--- src/rtl/pe_row_pkg.sv ---
// Shared constants, FSM state type and small helpers for the 16-PE row sequencer.
package pe_row_pkg;

  localparam int NUM_PE    = 16;
  localparam int DW        = 8;
  localparam int CAST_BASE = 3;
  localparam int NUM_CAST  = 3;

  localparam logic [1:0] MODE_NORMAL = 2'd0;

  typedef enum logic [2:0] {
    IDLE,
    LOAD_W,
    STREAM,
    DRAIN,
    DONE
  } pe_row_state_e;

  // Broadcast pixels only reach PEs CAST_BASE..CAST_BASE+NUM_CAST-1 outside normal mode.
  function automatic logic cast_enabled(input logic [1:0] m);
    return m != MODE_NORMAL;
  endfunction

endpackage

--- src/rtl/pe_row_wload.sv ---
// Weight loader: sweeps the weight buffer once per job and keeps the row's
// weights in a register file that holds until the next job reloads it.
module pe_row_wload #(
  parameter int NUM_PE = pe_row_pkg::NUM_PE,
  parameter int DW     = pe_row_pkg::DW
) (
  input  logic                          clk,
  input  logic                          rst,
  input  logic                          start,
  output logic                          w_rd,
  output logic [$clog2(NUM_PE)-1:0]     w_addr,
  input  logic [DW-1:0]                 w_data,
  output logic [NUM_PE-1:0][DW-1:0]     weight,
  output logic                          loaded
);
  import pe_row_pkg::*;

  localparam int AW = $clog2(NUM_PE);
  localparam logic [AW-1:0] LAST_ADDR = AW'(NUM_PE - 1);

  logic          rd_p1;
  logic [AW-1:0] addr_p1;

  always_ff @(posedge clk or posedge rst) begin
    if (rst) begin
      w_rd   <= 1'b0;
      w_addr <= '0;
    end else if (start) begin
      w_rd   <= 1'b1;
      w_addr <= '0;
    end else if (w_rd) begin
      if (w_addr == LAST_ADDR) begin
        w_rd <= 1'b0;
      end else begin
        w_addr <= w_addr + AW'(1);
      end
    end
  end

  // p1: buffer read latency, data arrives one cycle after the strobe
  always_ff @(posedge clk or posedge rst) begin
    if (rst) begin
      rd_p1   <= 1'b0;
      addr_p1 <= '0;
    end else begin
      rd_p1   <= w_rd;
      addr_p1 <= w_addr;
    end
  end

  always_ff @(posedge clk or posedge rst) begin
    if (rst) begin
      weight <= '0;
    end else if (rd_p1) begin
      weight[addr_p1] <= w_data;
    end
  end

  assign loaded = rd_p1 && (addr_p1 == LAST_ADDR);

endmodule

--- src/rtl/pe_row_ctrl.sv ---
// Sequencer for one convolution row: accepts a job, loads weights, streams
// pixel vectors under valid/ready and flags cycles carrying valid PE products.
module pe_row_ctrl #(
  parameter int NUM_PE = pe_row_pkg::NUM_PE,
  parameter int DW     = pe_row_pkg::DW,
  parameter int LEN_W  = 8
) (
  input  logic                                         clk,
  input  logic                                         rst,
  input  logic                                         cfg_valid,
  output logic                                         cfg_ready,
  input  logic [1:0]                                   cfg_mode,
  input  logic [LEN_W-1:0]                             cfg_len,
  output logic                                         w_rd,
  output logic [$clog2(NUM_PE)-1:0]                    w_addr,
  input  logic [DW-1:0]                                w_data,
  input  logic                                         pix_in_valid,
  output logic                                         pix_in_ready,
  input  logic [NUM_PE-1:0][DW-1:0]                    pix_in,
  input  logic [pe_row_pkg::NUM_CAST-1:0][DW-1:0]      pix_cast_in,
  output logic [1:0]                                   mode,
  output logic [NUM_PE-1:0][DW-1:0]                    pixel,
  output logic [pe_row_pkg::NUM_CAST-1:0][DW-1:0]      pixel_cast,
  output logic [NUM_PE-1:0][DW-1:0]                    weight,
  output logic                                         prod_valid,
  output logic                                         busy,
  output logic                                         done
);
  import pe_row_pkg::*;

  pe_row_state_e    state;
  logic [LEN_W-1:0] len_q;
  logic [LEN_W-1:0] beat_cnt;
  logic             start;
  logic             loaded;
  logic             accept;
  logic             last_beat;
  logic             vld_p1;
  logic             vld_p2;

  assign start        = (state == IDLE) && cfg_valid;
  assign pix_in_ready = (state == STREAM) && (beat_cnt < len_q);
  assign accept       = pix_in_valid && pix_in_ready;
  assign last_beat    = accept && ((beat_cnt + LEN_W'(1)) == len_q);
  assign prod_valid   = vld_p2;

  pe_row_wload #(
    .NUM_PE (NUM_PE),
    .DW     (DW)
  ) u_wload (
    .clk    (clk),
    .rst    (rst),
    .start  (start),
    .w_rd   (w_rd),
    .w_addr (w_addr),
    .w_data (w_data),
    .weight (weight),
    .loaded (loaded)
  );

  always_ff @(posedge clk or posedge rst) begin
    if (rst) begin
      state     <= IDLE;
      cfg_ready <= 1'b1;
      busy      <= 1'b0;
      done      <= 1'b0;
      mode      <= MODE_NORMAL;
      len_q     <= '0;
      beat_cnt  <= '0;
    end else begin
      done <= 1'b0;
      case (state)
        IDLE: begin
          if (cfg_valid) begin
            mode      <= cfg_mode;
            len_q     <= cfg_len;
            beat_cnt  <= '0;
            cfg_ready <= 1'b0;
            busy      <= 1'b1;
            state     <= LOAD_W;
          end
        end
        LOAD_W: begin
          if (loaded) begin
            if (len_q == '0) begin
              state <= DONE;
              done  <= 1'b1;
            end else begin
              state <= STREAM;
            end
          end
        end
        STREAM: begin
          if (accept) begin
            beat_cnt <= beat_cnt + LEN_W'(1);
            if (last_beat) begin
              state <= DRAIN;
            end
          end
        end
        DRAIN: begin
          // The last token sits in p1 on the first drain cycle, so this exits after two.
          if (!vld_p1) begin
            state <= DONE;
            done  <= 1'b1;
          end
        end
        DONE: begin
          state     <= IDLE;
          cfg_ready <= 1'b1;
          busy      <= 1'b0;
        end
        default: begin
          state     <= IDLE;
          cfg_ready <= 1'b1;
          busy      <= 1'b0;
        end
      endcase
    end
  end

  // p0: accepted pixel vector handed to the PE row
  always_ff @(posedge clk or posedge rst) begin
    if (rst) begin
      pixel      <= '0;
      pixel_cast <= '0;
    end else if (accept) begin
      pixel      <= pix_in;
      pixel_cast <= cast_enabled(mode) ? pix_cast_in : '0;
    end
  end

  // p1/p2: accept tokens follow the PE product register
  always_ff @(posedge clk or posedge rst) begin
    if (rst) begin
      vld_p1 <= 1'b0;
      vld_p2 <= 1'b0;
    end else begin
      vld_p1 <= accept;
      vld_p2 <= vld_p1;
    end
  end

endmodule

--- config.mk ---
export PLATFORM = sky130hd
export DESIGN_NAME = pe_row_ctrl
export DESIGN_NICKNAME = d
export VERILOG_FILES = /design/src/rtl/pe_row_pkg.sv /design/src/rtl/pe_row_wload.sv /design/src/rtl/pe_row_ctrl.sv
export SDC_FILE = /design/constraint.sdc
export NUM_CORES = 1
export LEC_CHECK = 0
export ABC_AREA = 0
export BUFFER_PORTS_ARGS = -buffer_cell sky130_fd_sc_hd__buf_2
export CORE_ASPECT_RATIO = 0.75
export CORE_MARGIN = 5
export CORE_UTILIZATION = 44
export DETAILED_ROUTE_END_ITERATION = 7
export PLACE_DENSITY = 0.76
export SETUP_SLACK_MARGIN = 0.3
export SYNTH_ARGS = -nofsm -noshare
export SYNTH_HDL_FRONTEND = slang
export SYNTH_SLANG_ARGS = --single-unit
export TNS_END_PERCENT = 30
--- constraint.sdc ---
create_clock -name clk -period 8.5 [get_ports clk]
set_clock_uncertainty 0.15 [all_clocks]
set_input_delay 0.425 -clock clk [delete_from_list [all_inputs] [get_ports clk]]
set_output_delay 0.425 -clock clk [all_outputs]
set_load 0.05 [all_outputs]
==> impl_metrics.csv <==
group,metric,value,unit
synthesis,yosysSeqAreaShare,63.79,%
clock_tree,cts_sinks,316,
power,p_total,0.007211,W
floorplan,core_region_area,27920,um2
synthesis,ys_ff_latch,316,
timing,maxSlewHeadroom,31.64,%
hold_path,hold_class,"primary input to flop",
clock_tree,cts_resized,0,
timing,setup_tns,0,ns
hold_path,min-delay-start,"cfg_valid",
setup_path,worstPathArrival,4.55,ns
timing,tightest_slew,1.025,ns
setup_path,crit_start,"len_q[5]$_DFFE_PP0P_",
synthesis,netlist_instances,1121,
synthesis,async_flop_share,100.0,%
synthesis,ys.flop_type,"dfrtp_1",
global_routing,grt_pass1_vias,11550,
finish,drive_gt1_share,37.69,%
clock_tree,clk_pin_slew,0.07,ns
synthesis,syn_area,12400,um2
finish,syn2layout_area_growth,42.58,%
clock_tree,clk_latency,0.57,ns
power,ir_worst_vdd,0.0002836,V
setup_path,critPathCaptureType,"flop",
floorplan,die_area,31670,um2
placement,place_area,14990,um2
timing,setup_slack,4.315,ns
routing,via_per_inst,5.082,
clock_tree,htreeDepth,1,
floorplan,initial_utilization,44.41,%
global_routing,grt_max_degree,191,
routing,drt-wirelength-per-cell,19.48,um
timing,rsz0062_at_grt,"false",
routing,first_pass_iters,5,
power,p_per_area,407.9,nW/um2
synthesis,ys_types,39,
finish,multi_input_area,4164,um2
routing,drt_iter0_drc,797,
placement,gp_congestion,0.8472,
placement,place_ws,4.368,ns
timing,fin_crit_sh,49.23,%
run_status,outcome,"finished clean",
setup_path,worst_ep_required_time,8.86,ns
floorplan,die_w,203.8,um
routing,drtAntennaViolNets,0,
routing,num_vias,10880,
global_routing,overflow,0,
clock_tree,root_buffer,"clkbuf_16",
power,power_leakage,9.655,nW
global_routing,grt_pass1_wl,64330,um
global_routing,antenna_found_initial,1,
placement,place_hpwl,26360,um
synthesis,synth_top_cell_by_area,"dfrtp_1",
setup_path,crit_fanout,90,
floorplan,die_h,155.4,um
timing,hold_ws,0.1299,ns
timing,hold_viol,0,
synthesis,ys_top_cells_by_area,"dfrtp_1 64%, nand2_1 14%, mux2_2 12%, nand3_1 1.1%, buf_4 1.0%",
synthesis,synth_nets,1305,
clock_tree,cts_tree,"built",
placement,place.port_buffers,465,
synthesis,synth-edff-count,0,
routing,drc,0,
finish,layout.nets,1917,
setup_path,r2r-start,"len_q[5]$_DFFE_PP0P_",
floorplan,num_rows,53,
timing,slew_viol_final,0,
routing,wirelength,41720,um
synthesis,netlist.area_leader.share,63.58,%
synthesis,postSynthAreaPerCell,11.06,um2
synthesis,yosysWarnings,0,
timing,fin_crit,4.185,ns
global_routing,track_usage,25.47,%
floorplan,io_pins,466,
setup_path,start_kind,"flop",
clock_tree,cts_buffer_depth,3,
clock_tree,cts_made_buffers,31,
timing,fmaxAchievable,239.0,MHz
finish,seq_area,7909,um2
finish,fillers,2069,
finish,design_area,17680,um2
run,cap_violations,0,
setup_path,crit_type,"flop to flop",
timing,final-setup-viol-count,0,
## worst max-delay path, cell delays in order, from the launching register on
cell and delay, ns:
dfrtp_1 0.39, inv_1 0.08, ha_1 0.31, a21oi_1 0.15, o21ai_0 0.18, nor4b_4 0.37, nand2_4 0.54, inv_4 0.89
buf_4 0.67, nand2_1 0.17, nand2_1 0.10
## routing by layer
| layer | share of wire [%] | GRT usage (%) | wire length [um] |
|---|---|---|---|
| met4 | 3.9 | 9.213 | 1628 |
| met2 | 49 | 43.09 | 20360 |
| met5 | 0 | 0 | 0 |
| met3 | 8.2 | 6.126 | 3425 |
| met1 | 39 | 32.21 | 16300 |
## per-stage QoR
| step | instances | util, % |
|---|---|---|
| floorplan | 1121 | - |
| global placement | 1922 | 53.70 |
| detailed placement | 1922 | 53.70 |
| CTS | 2139 | 63.30 |
| global route | 2140 | 63.31 |
| finish | 2141 | 63.32 |
## registers in the layout, summed over array words and instances (netlist names), 2 cells and up
name and cells:
pixel 128, u_wload.weight 128, beat_cnt 8, u_wload.addr_p1 4
state 3, mode 2, pixel_cast 24, u_wload.w_addr 4
len_q 8
## synthesized netlist by cell type (2+ instances only)
library cell / count
nand2_1: 454
clkbuf_1: 22
o21ai_0: 18
or3_1: 3
buf_2: 16
o31ai_1: 2
nand3_1: 28
mux2_2: 131
nand2b_1: 8
nand2_2: 2
buf_4: 17
inv_1: 11
or2_2: 2
and3_1: 3
nor2b_1: 2
a31oi_1: 2
nand4_1: 2
nor3_1: 7
ha_1: 10
a21oi_1: 6
nor4_1: 2
nand3b_1: 4
xor2_1: 6
nor2_1: 27
dfrtp_1: 315
xnor2_1: 8
## layout by cell type (no fill, tap or decap), types with 2 or more instances in the layout
| cell | count |
|---|---|
| nand3b_1 | 4 |
| clkinv_2 | 5 |
| nand4_1 | 2 |
| nor2_1 | 27 |
| inv_1 | 10 |
| a21oi_1 | 6 |
| nand3_1 | 28 |
| dfrtp_1 | 315 |
| o31ai_1 | 2 |
| clkbuf_8 | 5 |
| clkbuf_16 | 31 |
| nor2b_1 | 2 |
| and3_1 | 3 |
| xnor2_1 | 8 |
| or2_2 | 2 |
| dlygate4sd3_1 | 163 |
| or3_1 | 3 |
| mux2_2 | 131 |
| clkbuf_1 | 6 |
| buf_4 | 5 |
| nor3_1 | 6 |
| o21ai_0 | 18 |
| xor2_1 | 6 |
| a31oi_1 | 2 |
| nor4_1 | 2 |
| bufinv_16 | 4 |
| ha_1 | 10 |
| nand2_1 | 454 |
| buf_2 | 465 |
| diode_2 | 2 |
| nand2b_1 | 8 |
## repair_timing
| action | CTS | global route |
|---|---|---|
| endpoints found under the hold margin | 209 | 0 |
| hold buffers | 163 | 0 |
| buffers inserted | 0 | 0 |
## final cells by class
type,count,area share [%]
sequential,316,44.74
multi-input combinational,738,23.56
timing repair buffer,634,22.72
clock buffer,42,4.905
tap,385,2.725
clock inverter,12,1.033
inverter,12,0.2902
antenna,2,0.02831
## report_power, final
group	leakage, nW	internal (W)	switching, W
Clock	0.520	0.000836	0.000590
Sequential	4.10	0.00204	0.000335
Combinational	5.03	0.000852	0.00255
Total	9.65	0.00373	0.00348
## path summary, 6_finish.rpt
path                       cells after the start                endpoint  slack (ns)
hold / removal                                 5        busy$_DFFE_PP0P_        0.13
max in group asynchronous                      5  pixel[117]$_DFFE_PP0P_        6.26
setup reg to reg                              10  pixel[102]$_DFFE_PP0P_        4.32
setup / recovery                              10  pixel[102]$_DFFE_PP0P_        4.32
min in group asynchronous                      4   pixel[71]$_DFFE_PP0P_        0.47
hold reg to reg                                0    prod_valid$_DFF_PP0_        0.24
## kinds of logic after synthesis
kind of cell / synth area share [%]
adder cells (fa/ha/maj): 1.009
XOR/XNOR: 0.9890
multiplexers: 11.98
AO/OA/AOI/OAI: 1.615
flip-flops: 63.79
buffers and inverters: 2.705
AND/OR/NAND/NOR: 17.91
No activity file was read; power rests on OpenSTA's default activity.
